==> config.mk <==
export PLATFORM = sky130hd
export DESIGN_NAME = rs_encode_block_pad
export DESIGN_NICKNAME = d
export VERILOG_FILES = /design/src/rtl/rs_encode_block_pad.sv
export SDC_FILE = /design/constraint.sdc
export NUM_CORES = 1
export LEC_CHECK = 0
export CAP_MARGIN = 20
export CORE_AREA = 3 3 209 211
export CTS_BUF_LIST = sky130_fd_sc_hd__clkbuf_4
export DETAILED_ROUTE_END_ITERATION = 8
export DIE_AREA = 0 0 212 214
export SETUP_SLACK_MARGIN = 0.5
export SYNTH_ARGS = -nofsm -noshare
export SYNTH_HDL_FRONTEND = slang
export SYNTH_SLANG_ARGS = --single-unit
export TNS_END_PERCENT = 5
==> constraint.sdc <==
create_clock -name clk -period 3.81 [get_ports clk]
set_clock_uncertainty 0.2 [all_clocks]
set_input_delay 0.9525 -clock clk [delete_from_list [all_inputs] [get_ports clk]]
set_output_delay 0.9525 -clock clk [all_outputs]
set_load 0.05 [all_outputs]
==> src/rtl/rs_encode_block_pad.sv <==
// ============================================================================
// Module   : rs_encode_block_pad
// Brief    : Converts a line-count request into an RS block-count request and
//            zero-pads the final partial block to a full block of lines.
// Revision : 1.0
// ============================================================================
`default_nettype none

module rs_encode_block_pad #(
    parameter int NUM_REQ_BLOCKS   = 8,
    parameter int NUM_REQ_BLOCKS_W = 4,
    parameter int DATA_W           = 256,
    parameter int NUM_LINES        = 7,
    parameter int NUM_REQ_LINES_W  = 7
) (
    input  logic                        clk,
    input  logic                        rst,

    input  logic                        src_pad_req_val,
    input  logic [NUM_REQ_LINES_W-1:0]  src_pad_req_num_lines,
    output logic                        pad_src_req_rdy,

    input  logic                        src_pad_req_data_val,
    input  logic [DATA_W-1:0]           src_pad_req_data,
    output logic                        pad_src_req_data_rdy,

    output logic                        pad_encoder_req_val,
    output logic [NUM_REQ_BLOCKS_W-1:0] pad_encoder_req_num_blocks,
    input  logic                        encoder_pad_req_rdy,

    output logic                        pad_encoder_req_data_val,
    output logic [DATA_W-1:0]           pad_encoder_req_data,
    input  logic                        encoder_pad_req_data_rdy,

    output logic                        pad_err_oversize
);

    localparam int LIB_W = (NUM_LINES > 1) ? $clog2(NUM_LINES) : 1;

    localparam logic [NUM_REQ_LINES_W-1:0]  C_LINES    = NUM_REQ_LINES_W'(NUM_LINES);
    localparam logic [NUM_REQ_LINES_W-1:0]  C_ONE_LINE = NUM_REQ_LINES_W'(1);
    localparam logic [NUM_REQ_BLOCKS_W-1:0] C_BLK_LAST = NUM_REQ_BLOCKS_W'(NUM_REQ_BLOCKS - 1);
    localparam logic [NUM_REQ_BLOCKS_W-1:0] C_BLK_ONE  = NUM_REQ_BLOCKS_W'(1);
    localparam logic [LIB_W-1:0]            C_LIB_LAST = LIB_W'(NUM_LINES - 1);
    localparam logic [LIB_W-1:0]            C_LIB_ONE  = LIB_W'(1);

    typedef enum logic [2:0] {
        S_IDLE  = 3'd0,
        S_CALC  = 3'd1,
        S_REQ   = 3'd2,
        S_DATA  = 3'd3,
        S_PAD   = 3'd4,
        S_DRAIN = 3'd5
    } state_t;

    state_t                        state_q,      state_d;
    logic [NUM_REQ_LINES_W-1:0]    rem_q,        rem_d;
    logic [NUM_REQ_LINES_W-1:0]    lines_left_q, lines_left_d;
    logic [NUM_REQ_BLOCKS_W-1:0]   blk_q,        blk_d;
    logic [LIB_W-1:0]              lib_q,        lib_d;

    logic w_data_xfer;
    logic w_pad_xfer;
    logic w_drain_xfer;
    logic w_lib_last;
    logic w_last_line;

    assign w_data_xfer  = src_pad_req_data_val & encoder_pad_req_data_rdy;
    assign w_pad_xfer   = encoder_pad_req_data_rdy;
    assign w_drain_xfer = src_pad_req_data_val;
    assign w_lib_last   = (lib_q == C_LIB_LAST);
    assign w_last_line  = (lines_left_q == C_ONE_LINE);

    always_ff @(posedge clk) begin
        if (rst) begin
            state_q      <= S_IDLE;
            rem_q        <= '0;
            lines_left_q <= '0;
            blk_q        <= '0;
            lib_q        <= '0;
        end else begin
            state_q      <= state_d;
            rem_q        <= rem_d;
            lines_left_q <= lines_left_d;
            blk_q        <= blk_d;
            lib_q        <= lib_d;
        end
    end

    always_comb begin
        state_d                    = state_q;
        rem_d                      = rem_q;
        lines_left_d               = lines_left_q;
        blk_d                      = blk_q;
        lib_d                      = lib_q;

        pad_src_req_rdy            = 1'b0;
        pad_src_req_data_rdy       = 1'b0;
        pad_encoder_req_val        = 1'b0;
        pad_encoder_req_num_blocks = '0;
        pad_encoder_req_data_val   = 1'b0;
        pad_encoder_req_data       = '0;
        pad_err_oversize           = 1'b0;

        case (state_q)
            S_IDLE: begin
                pad_src_req_rdy = 1'b1;
                if (src_pad_req_val) begin
                    rem_d        = src_pad_req_num_lines;
                    lines_left_d = src_pad_req_num_lines;
                    blk_d        = '0;
                    if (src_pad_req_num_lines != '0) begin
                        state_d = S_CALC;
                    end
                end
            end

            // Repeated subtraction stands in for a divider: one block per cycle.
            S_CALC: begin
                if (rem_q > C_LINES) begin
                    if (blk_q == C_BLK_LAST) begin
                        pad_err_oversize = 1'b1;
                        state_d          = S_DRAIN;
                    end else begin
                        rem_d = rem_q - C_LINES;
                        blk_d = blk_q + C_BLK_ONE;
                    end
                end else begin
                    blk_d   = blk_q + C_BLK_ONE;
                    state_d = S_REQ;
                end
            end

            S_REQ: begin
                pad_encoder_req_val        = 1'b1;
                pad_encoder_req_num_blocks = blk_q;
                if (encoder_pad_req_rdy) begin
                    lib_d   = '0;
                    state_d = S_DATA;
                end
            end

            S_DATA: begin
                pad_encoder_req_data_val = src_pad_req_data_val;
                pad_src_req_data_rdy     = encoder_pad_req_data_rdy;
                pad_encoder_req_data     = src_pad_req_data;
                if (w_data_xfer) begin
                    lines_left_d = lines_left_q - C_ONE_LINE;
                    lib_d        = w_lib_last ? '0 : lib_q + C_LIB_ONE;
                    if (w_last_line) begin
                        state_d = w_lib_last ? S_IDLE : S_PAD;
                    end
                end
            end

            S_PAD: begin
                pad_encoder_req_data_val = 1'b1;
                if (w_pad_xfer) begin
                    if (w_lib_last) begin
                        state_d = S_IDLE;
                    end else begin
                        lib_d = lib_q + C_LIB_ONE;
                    end
                end
            end

            // Oversize request: swallow its data so the source is not left hanging.
            S_DRAIN: begin
                pad_src_req_data_rdy = 1'b1;
                if (w_drain_xfer) begin
                    lines_left_d = lines_left_q - C_ONE_LINE;
                    if (w_last_line) begin
                        state_d = S_IDLE;
                    end
                end
            end

            default: begin
                state_d = S_IDLE;
            end
        endcase
    end

endmodule

`default_nettype wire

Yosys cells after proc, flatten, opt, wreduce, memory -nomap -nowiden
Cells that the tools add are included.

Logic and storage cells: 82. Flip-flop bits (word level): 24. Output and inout bits: 265.

Eq/ne operators: 22. Add/subtract/negate cells: 4. Bitwise gates (word level): 1. Muxes and demuxes: 39. Order comparisons: 1. Reductions and logical operators: 10.

Operators with widths (number): 256-bit 2-to-1 mux (1); 3-bit 2-to-1 mux (17); 7-bit 2-to-1 mux (5); 2-bit inequality test (second input constant) (12); 7-bit case mux with 3 select lines (1); 3-bit case mux with 6 select lines (1); 4-bit 2-to-1 mux (4); 7-bit case mux with 2 select lines (1); 10-bit AND reduction (1); 3-bit == test (second input constant) (3); 3-bit case mux with 3 select lines (1); 4-bit case mux with 2 select lines (1); 4-bit AND reduction (2); 7-bit by 1-bit == test with 1-bit output (second input constant) (1); 7-bit by 3-bit > comparator with 1-bit output (second input constant) (1); 7-bit nonzero test (1); 7-bit by 1-bit subtractor with 7-bit output (second input constant) (1); 7-bit by 3-bit subtractor with 7-bit output (second input constant) (1); 3-bit by 2-bit == test with 1-bit output (second input constant) (2); 3-bit inequality test (second input constant) (2); 3-bit nonzero test (2); 1-bit 2-to-1 mux (5); 5-bit AND reduction (1); 4-bit by 1-bit adder with 4-bit output (second input constant) (1); 8 further kinds (9).

Longest topological paths before layout
Depth after elaboration: 5. Depth in mapped cells: 8.

Least setup slack after synthesis
Ideal clock, no wire load.

Kind: register to output. Start: reg state_q[1]. End: out pad_encoder_req_data_val. Slack: 0.940 ns. Cell stages (with the launch flop): 4. Data arrival time: 1.718 ns. Required time: 2.658 ns. Path buffers: 1. Cells stage by stage: dfxtp_1 > buf_2 > nand2b_1 > o21ai_0.

Word-level cells in the longest chain between the ends: 2. Elaborated cells on any way between the ends: 3.

Ends and longest elaborated chain: start: declaration (RTL line 56) `state_t state_q, state_d;`; start signal: assignment (RTL line 82) `state_q <= state_d;`; 3-bit == test / 3-bit by 2-bit == test with 1-bit output (equally long branches) (RTL line 105) `case (state_q)`; 1-bit case mux with 2 select lines * (RTL line 105); end: declaration (RTL line 31) `output logic pad_encoder_req_data_val,`.

Mark *: on every way between the ends. The rest lies on a longest branch, timed or not.

Final worst setup path
Start: in src_pad_req_data[77]. End: out pad_encoder_req_data[77].

Word-level cells in the longest chain between the ends: 1.

Ends and longest elaborated chain: start: declaration (RTL line 24) `input logic [DATA_W-1:0] src_pad_req_data,`; 256-bit 2-to-1 mux (RTL line 105); end: declaration (RTL line 32) `output logic [DATA_W-1:0] pad_encoder_req_data,`.

Every way passes these cells.

==> results.py <==
metrics = {
    "placement": {
        "place_inst": 1542,
        "gp_congestion": 0.890,
        "dp_hpwl_mm": 31.1,
        "io_buffer_count": 533,
    },
    "clock_tree": {
        "clkTransAtPathRegs_ns": 0.15,
        "cts_tree": "yes",
        "cts_max_path_buffers": 2,
        "cts.hold.buffers_added": 0,
        "cts-root-buf": "clkbuf_4",
        "clock_sinks": 24,
        "htreeDepth": 1,
        "numCtsBuffers": 3,
        "insertion_delay_ns": 0.32,
    },
    "worst_setup_path": {
        "r2r-start": "state_q[0]",
        "rrSetupSlack_ns": 1.48,
        "reg2reg_to": "lines_left_q[4]",
        "worstSetupPathType": "input pin to output port",
        "end_kind": "output port",
        "cp_max_fo": 1,
        "cp.required_ns": 2.66,
        "r2r_cells": 6,
        "startpoint_type": "input pin",
        "startpoint": "src_pad_req_data[77]",
        "crit_end": "pad_encoder_req_data[77]",
        "cp.arrival_ns": 2.10,
    },
    "floorplan": {
        "die_h_um": 214,
        "start_util_pct": 8.07,
        "die_area_sq_mm": 0.0454,
        "dieWidth_um": 212,
        "coreArea_sq_mm": 0.0419,
        "io_pins": 534,
        "rows": 75,
    },
    "timing": {
        "setup_viol_count_final": 0,
        "fin_crit_ns": 3.26,
        "relSlewSlack_pct": 39.3,
        "rsz0062_at_grt": "true",
        "period_share_pct": 85.5,
        "slew_viol_final": 0,
        "tightest_slew_ns": 0.910,
        "max_clock_freq_ghz": 0.307,
        "fin_tns_setup_ns": 0,
        "hold_viol": 0,
        "hold_slack_ns": 0.298,
    },
    "cells_and_area": {
        "drive_gt1_share_pct": 28.2,
        "layout.cells.most_common": "clkdlybuf4s50_1",
        "final_util_pct": 24.9,
        "layout.cells.non_filler": 1559,
        "area_growth_pct": 208,
        "nets": 1286,
        "final_cell_mix": "clkdlybuf4s50_1, and2_1, buf_12, buf_4, nand2_1",
    },
    "detailed_routing": {
        "first_iter_violations": 236,
        "wl_mm": 34.0,
        "drc": 0,
        "firstDrtPassIters": 4,
        "wl_per_cell_um": 21.8,
        "via_per_inst": 3.63,
        "ant_nets": 0,
        "vias": 5662,
    },
    "global_routing": {
        "grt_first_pass_wirelength_mm": 44.1,
        "grt_pass1_vias": 5444,
        "grt_max_degree": 120,
        "grt_overflow": 0,
        "grt_use_total_pct": 13.9,
        "antenna_found_initial": 50,
    },
    "power": {
        "switching_share_pct": 51.9,
        "p_switching_uw": 1430,
        "seqPwrFrac_pct": 15.7,
        "vdd.ir_drop.worst_v": 0.000172,
        "total_power_uw": 2760,
        "p_leak_uw": 0.00435,
        "p_int_uw": 1330,
        "combPwrFrac_pct": 79.9,
        "p_per_area_mw_per_mm2": 264,
        "clockPowerShare_pct": 4.4,
    },
    "synth": {
        "syn_area_sq_mm": 0.00339,
        "synth_seq_cells": 24,
        "synth_edf_count": 0,
        "synthCells": 505,
        "ys_seq_area_share_pct": 14.2,
        "ys_warn_count": 0,
        "ys.flop_type": "dfxtp_1",
        "syn_avg_cell_area_sq_um": 6.70,
        "synth_fp_nets": 780,
        "synth.distinct_cells": 55,
        "async_flop_share_pct": 0,
    },
    "min_path": {
        "hp-class": "register to register",
    },
    "run": {
        "maxCapViolations": 0,
    },
    "status": {
        "status": "finished clean",
    },
}
==> flip-flops by register name, summed over array words and instances, names as in the netlist <==
register,cells
lib_q,3
blk_q,4
lines_left_q,7
state_q,3
rem_q,7
==> worst min path at each step <==
stage,start,endpoint,depth (start not counted)
finish,lines_left_q[6],lines_left_q[6],2
global route,lines_left_q[6],lines_left_q[6],2
CTS,lines_left_q[6],lines_left_q[6],2
detailed placement,lines_left_q[6],lines_left_q[6],2
global placement,lines_left_q[1],lines_left_q[1],2
floorplan,lines_left_q[6],lines_left_q[6],2
==> worst max-delay path, cell delays in order <==
cell             delay [ns]
clkdlybuf4s50_1        0.68
and2_1                 0.25
buf_4                  0.22
==> routing by layer <==
metal / vias to the layer above / share of wire, % / global-route usage, %
met2: 389 / 39 / 20.3
met3: 54 / 20 / 10.3
met5: - / 0.77 / 0
met4: 40 / 0.87 / 1.12
li1: 2664 / - / -
met1: 2515 / 39 / 17.2
==> per-stage QoR <==
step	instance area, sq um	worst slack (ns)
after CTS	10400	0.371
after global routing	10400	0.488
after detailed placement	10300	0.554
final	10400	0.553
after global placement	10300	0.545
after floorplan	3390	0.940
==> power groups by stage <==
stage / Sequential, uW / Combinational, uW / Clock [uW]
after floorplan: 397 / 1250 / 0
after global placement: 429 / 2200 / 0
after detailed placement: 435 / 2210 / 0
after CTS: 430 / 2220 / 127
after global routing: 445 / 2340 / 140
final: 433 / 2210 / 121
==> cells by family (layout without fill, tap and decap cells) <==
group                      after synthesis  in the layout  synth area share, %
other                                    0             10                    0
AOI/OAI and AO/OA                       71             71                 13.9
adders and majority gates                6              6                 2.22
xor gates and xnor gates                 3              3                0.776
and+or+nand+nor                        355            355                 63.5
buffers and inverters                   46            551                 5.43
DFF                                     24             24                 14.2
==> area by class of cell <==
type,instances,area [sq um]
repair buffers,540,6470
multi-input cells,435,2730
inverters,7,26.3
diodes,10,25.0
clock inverters,1,3.75
well taps,539,674
fillers,4492,31500
clock buffers,3,22.5
flip-flops and latches,24,483
==> cell usage after synthesis, types with 2 or more instances <==
master	number	share of area (%)
o21ai_1	3	0.44
nor2_1	22	2.4
o31ai_1	2	0.44
inv_1	7	0.78
a211oi_1	3	0.67
nand3_1	9	1.3
a311oi_1	2	0.52
nor2b_1	3	0.55
xnor2_1	2	0.52
and2_1	259	48
clkbuf_1	31	3.4
ha_1	6	2.2
o211ai_1	2	0.44
nand2b_1	4	0.74
dfxtp_1	24	14
a221oi_1	2	0.52
nand4b_1	2	0.52
or3_1	2	0.37
a21oi_1	22	3.3
and3b_1	2	0.52
nand3b_1	4	0.89
and3_1	5	0.92
buf_2	6	0.89
o21ai_0	17	2.5
nor3_1	8	1.2
a31o_2	2	0.52
nand2_1	24	2.7
o21a_1	3	0.67
==> timing repair <==
action,4_1_cts,5_1_grt
gates resized for setup,3,6
buffers inserted,0,3
setup endpoints to repair,188,136
pin swaps,0,1
Note: power is estimated with default switching activity, not from simulation.
